## src/rtl/systolic_west_feeder_if.sv

```systemverilog
// Handshake and west-edge bundle between the activation source, the feeder and the array.
// The feeder sits on the slave side; the producer/observer uses the master side.
interface systolic_west_feeder_if #(
    parameter int unsigned DATA_SIZE = 8,
    parameter int unsigned ROWS      = 4
);
    logic [ROWS*DATA_SIZE-1:0]   in_data;
    logic                        in_valid;
    logic                        in_last;
    logic                        in_ready;
    logic [ROWS*2*DATA_SIZE-1:0] west_data;
    logic [ROWS-1:0]             west_valid;
    logic [31:0]                 mac_matrix_counter;
    logic                        busy;
    logic                        done;

    modport slave (
        input  in_data, in_valid, in_last,
        output in_ready, west_data, west_valid, mac_matrix_counter, busy, done
    );

    modport master (
        output in_data, in_valid, in_last,
        input  in_ready, west_data, west_valid, mac_matrix_counter, busy, done
    );
endinterface

```

## src/rtl/systolic_west_feeder.sv

```systemverilog
// Buffers activation vectors in a small FIFO and streams them into the array's west edge
// with a per-row diagonal skew (row r delayed r cycles), flushing the skew after each matrix.
module systolic_west_feeder #(
    parameter int unsigned DATA_SIZE  = 8,
    parameter int unsigned ROWS       = 4,
    parameter int unsigned FIFO_DEPTH = 4
) (
    input logic                   clock,
    input logic                   reset,
    systolic_west_feeder_if.slave bus_io
);
    localparam int unsigned AW = (FIFO_DEPTH > 1) ? $clog2(FIFO_DEPTH) : 1;
    localparam int unsigned CW = $clog2(ROWS + 1);
    localparam int unsigned VW = ROWS * DATA_SIZE;
    localparam logic [AW:0] Full = (AW + 1)'(FIFO_DEPTH);

    localparam logic [1:0] StIdle   = 2'd0;
    localparam logic [1:0] StStream = 2'd1;
    localparam logic [1:0] StDrain  = 2'd2;
    localparam logic [1:0] StDone   = 2'd3;

    // FIFO entry layout: {last, data}
    logic [VW:0]     mem_q [FIFO_DEPTH];
    logic [AW-1:0]   wr_ptr_q, rd_ptr_q;
    logic [AW:0]     count_q;
    logic            push, pop;
    logic [VW-1:0]   head_data;
    logic            head_last;

    logic [1:0]      state_q, state_d;
    logic [CW-1:0]   drain_q, drain_d;
    logic [31:0]     cnt_q, cnt_d;

    logic [ROWS*2*DATA_SIZE-1:0] west_data;
    logic [ROWS-1:0]             west_valid;

    assign bus_io.in_ready = (count_q != Full);
    assign push            = bus_io.in_valid && bus_io.in_ready;
    assign pop             = (state_q == StStream) && (count_q != '0);
    assign {head_last, head_data} = mem_q[rd_ptr_q];

    always_ff @(posedge clock) begin
        if (push) begin
            mem_q[wr_ptr_q] <= {bus_io.in_last, bus_io.in_data};
        end
    end

    always_ff @(posedge clock or posedge reset) begin
        if (reset) begin
            wr_ptr_q <= '0;
            rd_ptr_q <= '0;
            count_q  <= '0;
        end else begin
            if (push) wr_ptr_q <= wr_ptr_q + AW'(1);
            if (pop)  rd_ptr_q <= rd_ptr_q + AW'(1);
            if (push && !pop) begin
                count_q <= count_q + (AW + 1)'(1);
            end else if (!push && pop) begin
                count_q <= count_q - (AW + 1)'(1);
            end
        end
    end

    always_comb begin
        state_d = state_q;
        drain_d = drain_q;
        cnt_d   = cnt_q;
        case (state_q)
            StIdle: begin
                if (count_q != '0) begin
                    state_d = StStream;
                    cnt_d   = '0;
                end
            end
            StStream: begin
                cnt_d = cnt_q + 32'd1;
                if (pop && head_last) begin
                    if (ROWS == 1) begin
                        state_d = StDone;
                    end else begin
                        state_d = StDrain;
                        drain_d = CW'(ROWS - 1);
                    end
                end
            end
            StDrain: begin
                cnt_d   = cnt_q + 32'd1;
                drain_d = drain_q - CW'(1);
                if (drain_q == CW'(1)) state_d = StDone;
            end
            StDone:  state_d = StIdle;
            default: state_d = StIdle;
        endcase
    end

    always_ff @(posedge clock or posedge reset) begin
        if (reset) begin
            state_q <= StIdle;
            drain_q <= '0;
            cnt_q   <= '0;
        end else begin
            state_q <= state_d;
            drain_q <= drain_d;
            cnt_q   <= cnt_d;
        end
    end

    // Row r is a chain of r+1 registers; bubbles and flush slots shift in as zero.
    for (genvar r = 0; r < ROWS; r++) begin : g_row
        logic [DATA_SIZE-1:0] data_q [r+1];
        logic [r:0]           valid_q;

        always_ff @(posedge clock or posedge reset) begin
            if (reset) begin
                for (int k = 0; k <= r; k++) data_q[k] <= '0;
                valid_q <= '0;
            end else begin
                data_q[0]  <= pop ? head_data[r*DATA_SIZE +: DATA_SIZE] : '0;
                valid_q[0] <= pop;
                for (int k = 1; k <= r; k++) begin
                    data_q[k]  <= data_q[k-1];
                    valid_q[k] <= valid_q[k-1];
                end
            end
        end

        assign west_data[r*2*DATA_SIZE +: 2*DATA_SIZE] = {{DATA_SIZE{1'b0}}, data_q[r]};
        assign west_valid[r]                           = valid_q[r];
    end

    assign bus_io.west_data          = west_data;
    assign bus_io.west_valid         = west_valid;
    assign bus_io.mac_matrix_counter = cnt_q;
    assign bus_io.busy               = (state_q != StIdle);
    assign bus_io.done               = (state_q == StDone);
endmodule

```

## src/flat_wrapper.sv

```systemverilog
// flat-port wrapper written by rule: the top's interface ports become plain ports
module systolic_west_feeder_flat 
#(
    parameter int unsigned DATA_SIZE  = 8,
    parameter int unsigned ROWS       = 4,
    parameter int unsigned FIFO_DEPTH = 4
)
  (clock, reset, bus_io_in_data, bus_io_in_valid, bus_io_in_last, bus_io_in_ready, bus_io_west_data, bus_io_west_valid, bus_io_mac_matrix_counter, bus_io_busy, bus_io_done);
  systolic_west_feeder_if #(.DATA_SIZE(DATA_SIZE), .ROWS(ROWS)) bus_io_i ();
  input logic clock;
  input logic reset;
  input wire logic [$bits(bus_io_i.in_data)-1:0] bus_io_in_data;
  input wire logic [$bits(bus_io_i.in_valid)-1:0] bus_io_in_valid;
  input wire logic [$bits(bus_io_i.in_last)-1:0] bus_io_in_last;
  output wire logic [$bits(bus_io_i.in_ready)-1:0] bus_io_in_ready;
  output wire logic [$bits(bus_io_i.west_data)-1:0] bus_io_west_data;
  output wire logic [$bits(bus_io_i.west_valid)-1:0] bus_io_west_valid;
  output wire logic [$bits(bus_io_i.mac_matrix_counter)-1:0] bus_io_mac_matrix_counter;
  output wire logic [$bits(bus_io_i.busy)-1:0] bus_io_busy;
  output wire logic [$bits(bus_io_i.done)-1:0] bus_io_done;
  assign bus_io_i.in_data = bus_io_in_data;
  assign bus_io_i.in_valid = bus_io_in_valid;
  assign bus_io_i.in_last = bus_io_in_last;
  assign bus_io_in_ready = bus_io_i.in_ready;
  assign bus_io_west_data = bus_io_i.west_data;
  assign bus_io_west_valid = bus_io_i.west_valid;
  assign bus_io_mac_matrix_counter = bus_io_i.mac_matrix_counter;
  assign bus_io_busy = bus_io_i.busy;
  assign bus_io_done = bus_io_i.done;
  systolic_west_feeder #(.DATA_SIZE(DATA_SIZE), .ROWS(ROWS), .FIFO_DEPTH(FIFO_DEPTH)) u_core (.clock(clock), .reset(reset), .bus_io(bus_io_i));
endmodule
```

## config.mk

```make
export PLATFORM = sky130hd
export DESIGN_NAME = systolic_west_feeder_flat
export DESIGN_NICKNAME = d
export VERILOG_FILES = /design/src/rtl/systolic_west_feeder_if.sv /design/src/rtl/systolic_west_feeder.sv /design/src/flat_wrapper.sv
export SDC_FILE = /design/constraint.sdc
export NUM_CORES = 1
export LEC_CHECK = 0
export CORE_ASPECT_RATIO = 1.5
export CORE_UTILIZATION = 34
export DETAILED_ROUTE_END_ITERATION = 8
export DONT_BUFFER_PORTS = 1
export SLEW_MARGIN = 10
export SYNTH_ARGS = -nofsm -noshare
export SYNTH_HDL_FRONTEND = slang
export SYNTH_SLANG_ARGS = --single-unit
export TNS_END_PERCENT = 30
```

## constraint.sdc

```tcl
create_clock -name clock -period 10.2 [get_ports clock]
set_input_delay 1.53 -clock clock [delete_from_list [all_inputs] [get_ports clock]]
set_output_delay 1.53 -clock clock [all_outputs]
set_load 0.05 [all_outputs]
```

==> out/metrics.yaml <==
timing.fmax_ghz: 0.3123
grt_start_max_net_pins: 73
final_layout_size_suffix_gt1_share_pct: 15.36
vias: 4864
cpMostUsedCell: "sky130_fd_sc_hd__inv_1"
via_per_inst: 4.709
fin_hold_ws_ns: 0.3464
worstSetupStartpoint: "u_core.state_q[0]$_DFFE_PP0P_"
tritoncts: "built"
globalRouteOverflowTotal: 0
critical_path.endpoint_type: "output pin"
endpoint_of_the_most_critical_setup_path: "bus_io_busy"
drc: 0
worstRegToRegCells: 5
ctsHtreeMaxLevel: 1
start_kind: "register"
totalNegativeSetupSlack_ns: 0
cts_inserted_buffers: 26
coreArea_sq_um: 29480
minimum_clock_period_ns: 3.202
share_clk_of_total_power_pct: 29.5
pwr-share-seq_pct: 51.5
cts_setup_buffers: 0
clock_sink_count: 260
nNetsFinal: 668
first_global_vias: 5076
number_of_enable_flip_flop_cells_after_synthesis: 132
pwr_density_cell_nw_per_um2: 303.4
post-synth-top-count-cell: "sky130_fd_sc_hd__edfxtp_1"
critical_path_peak_fanout: 6
reg2reg_from: "u_core.bus_io.mac_matrix_counter[1]$_DFFE_PP0P_"
power_switching_share_pct: 33.71
post_cts_resize_count: 0
yosysWarnings: 0
timing.critical_path.required_ns: 8.67
synth.cells.most_frequent: "sky130_fd_sc_hd__edfxtp_1 (132), sky130_fd_sc_hd__dfrtp_1 (128), sky130_fd_sc_hd__buf_4 (57)"
clk_transition_reported_paths_ns: 0.06
ff2ff_setup_slack_ns: 7.58
seq_area_frac_synth_pct: 70.52
detail_route.first_pass.iterations: 4
netlist_top_cells_area: "sky130_fd_sc_hd__edfxtp_1 (39%), sky130_fd_sc_hd__dfrtp_1 (32%), sky130_fd_sc_hd__mux4_2 (7.3%)"
final_max_slew_viol_count: 0
max_slew_margin_pct: 32.25
clock_insertion_delay_worst_skew_ns: 0.53
power.combinational.fraction_pct: 19.0
synth.top_cell.area_share_pct: 39.00
gr-usage-all-layers_pct: 12.25
die_w_microns: 143.2
power.internal_mw: 2.250
placementRows: 77
drt_wl_total_microns: 18430
timing_worst_slew_pin_value_ns: 1.015
p_switching_mw: 1.144
syn_inst: 635
dp_hpwl_microns: 11470
synthesis.area_sq_um: 10160
post-route-period-util_pct: 31.39
leakage_dissipation_nw: 4.313
cts-root-buf: "sky130_fd_sc_hd__clkbuf_16"
die_height_microns: 213.8
start_util_pct: 34.48
worst_hold_path_type: "register to register"
detail_route.wl_per_cell_microns: 17.84
vdd_ir_drop_max_uv: 124.6
top_level_ports: 139
synth_seq_cells: 260
arr_time_crit_path_ns: 1.67
path_class: "register to output pin"
status: "finished clean"
cts-hold-fix-buffers: 0
ys_async_sr_fraction_pct: 49.23
skew_ns: 0.006671
gp_congestion: 0.8002
drtAntennaViolNets: 0
detailedRoute.firstIterationViolations: 179
delay_of_the_slowest_cell_on_the_worst_path_ns: 0.38
synth.avg_cell_area_sq_um: 16.01
dominant_synthesized_flop_cell: "sky130_fd_sc_hd__edfxtp_1"
buffer_ports.inserted: 0
crit-reg2reg-capture: "u_core.bus_io.mac_matrix_counter[14]$_DFFE_PP0P_"
critical_path.cell_chain: "inv_1 -> ha_1 -> inv_1"
worst_path_max_delay_cell: "sky130_fd_sc_hd__dfrtp_1"
die_area_sq_um: 30600
grt_antenna_before_repair: 0
clk_path_buf_depth: 3
ys_types: 50
timing.max_cap.violations: 0
setup_violations: 0
area_delta_synth_final_pct: 10.06
grt_first_pass_wirelength_microns: 28420
rsz_0062_raised_after_global_routing: "false"
finalHoldViolCount: 0
n_antenna_cell: 0
synth.largest_area_cell: "sky130_fd_sc_hd__edfxtp_1"
-- flip-flops by register name, summed over array words and instances (netlist names), 3 cells and up --
| signal | count |
|---|---|
| u_core.g_row.data_q | 56 |
| u_core.bus_io.mac_matrix_counter | 32 |
| u_core.bus_io.west_data | 24 |
| u_core.count_q | 3 |
| u_core.g_row.valid_q | 4 |
| u_core.mem_q | 132 |
| u_core.drain_q | 3 |
-- power groups by stage --
stage	clock, mW	combinational [mW]	sequential, mW
final	1.00	0.645	1.75
after global placement	0	0.659	1.77
after detailed placement	0	0.664	1.78
after floorplan	0	0.761	1.56
after CTS	1.03	0.666	1.76
after global routing	1.07	0.720	1.78
-- worst min-delay path by stage --
| stage | from | endpoint | slack (ns) | cells past startpoint |
|---|---|---|---|---|
| floorplan | u_core.g_row[1].data_q[8]$_DFF_PP0_ | u_core.bus_io.west_data[16]$_DFF_PP0_ | 0.33 | 0 |
| global placement | u_core.g_row[2].data_q[18]$_DFF_PP0_ | u_core.g_row[2].data_q[10]$_DFF_PP0_ | 0.33 | 0 |
| detailed placement | u_core.g_row[1].data_q[14]$_DFF_PP0_ | u_core.bus_io.west_data[22]$_DFF_PP0_ | 0.33 | 0 |
| CTS | u_core.g_row[1].data_q[14]$_DFF_PP0_ | u_core.bus_io.west_data[22]$_DFF_PP0_ | 0.35 | 0 |
| global route | u_core.g_row[3].data_q[11]$_DFF_PP0_ | u_core.bus_io.west_data[51]$_DFF_PP0_ | 0.35 | 0 |
| finish | u_core.g_row[2].data_q[11]$_DFF_PP0_ | u_core.bus_io.west_data[35]$_DFF_PP0_ | 0.35 | 0 |
-- per-layer routing --
metal  part of all wire, %  wire [microns]  vias to the layer above  track usage (%)
li1                      -               -                     2217                -
met1                    37            6761                     2476            12.90
met2                    53            9815                      137            22.59
met3                   7.1            1307                       34            3.595
met4                   2.9             540                        0            4.968
met5                     0               0                        -                0
-- through the flow --
step / instances / utilization [%] / area, sq um / power (mW) / worst slack [ns]
after floorplan: 666 / - / 10280 / 2.319 / 5.257
after detailed placement: 985 / 34.82 / 10270 / 2.439 / 7.221
after CTS: 1033 / 37.94 / 11190 / 3.451 / 6.959
final: 1033 / 37.94 / 11190 / 3.394 / 6.998
after global placement: 985 / 34.82 / 10270 / 2.428 / 7.268
after global routing: 1033 / 37.94 / 11190 / 3.573 / 6.904
-- worst max-delay path, delay by kind of cell, from the launching register on --
family / cells / cell delay [ns]
flip-flops: 1 / 0.38
adder cells (fa/ha/maj): 1 / 0.29
buffers and inverters: 2 / 0.48
-- kinds of logic (layout without fill, tap and decap cells) --
logic type	after synthesis	count (layout)	synth area share (%)
AND/OR/NAND/NOR	158	158	9.073
XOR/XNOR	6	6	0.5170
flip-flops	260	260	70.52
adder cells (fa/ha/maj)	14	14	1.797
AO/OA/AOI/OAI	52	52	3.275
other	1	32	0.03690
multiplexers	47	47	8.741
buffers and inverters	97	69	6.044
-- cell type report --
class	instances	area [sq um]
clock buffers	34	743.2
multi-input cells	309	2504
clock inverters	14	176.4
flip-flops and latches	260	7169
well taps	395	494.2
repair buffers	4	30.03
inverters	17	68.82
fillers	2728	18300
-- cell usage in the layout, fill, tap and decap left out, drive strengths merged, types with 8 or more instances in the layout --
| cell | instances |
|---|---|
| mux4 | 33 |
| or4 | 11 |
| ha | 13 |
| nand3 | 13 |
| nand2 | 35 |
| mux2i | 10 |
| nor3 | 8 |
| o21ai | 11 |
| o31ai | 10 |
| nand2b | 9 |
| and2 | 34 |
| and3 | 8 |
| edfxtp | 132 |
| clkbuf | 34 |
| a21oi | 16 |
| conb | 32 |
| inv | 20 |
| nand4 | 9 |
| dfrtp | 128 |
(Power assumes the default switching activity.)
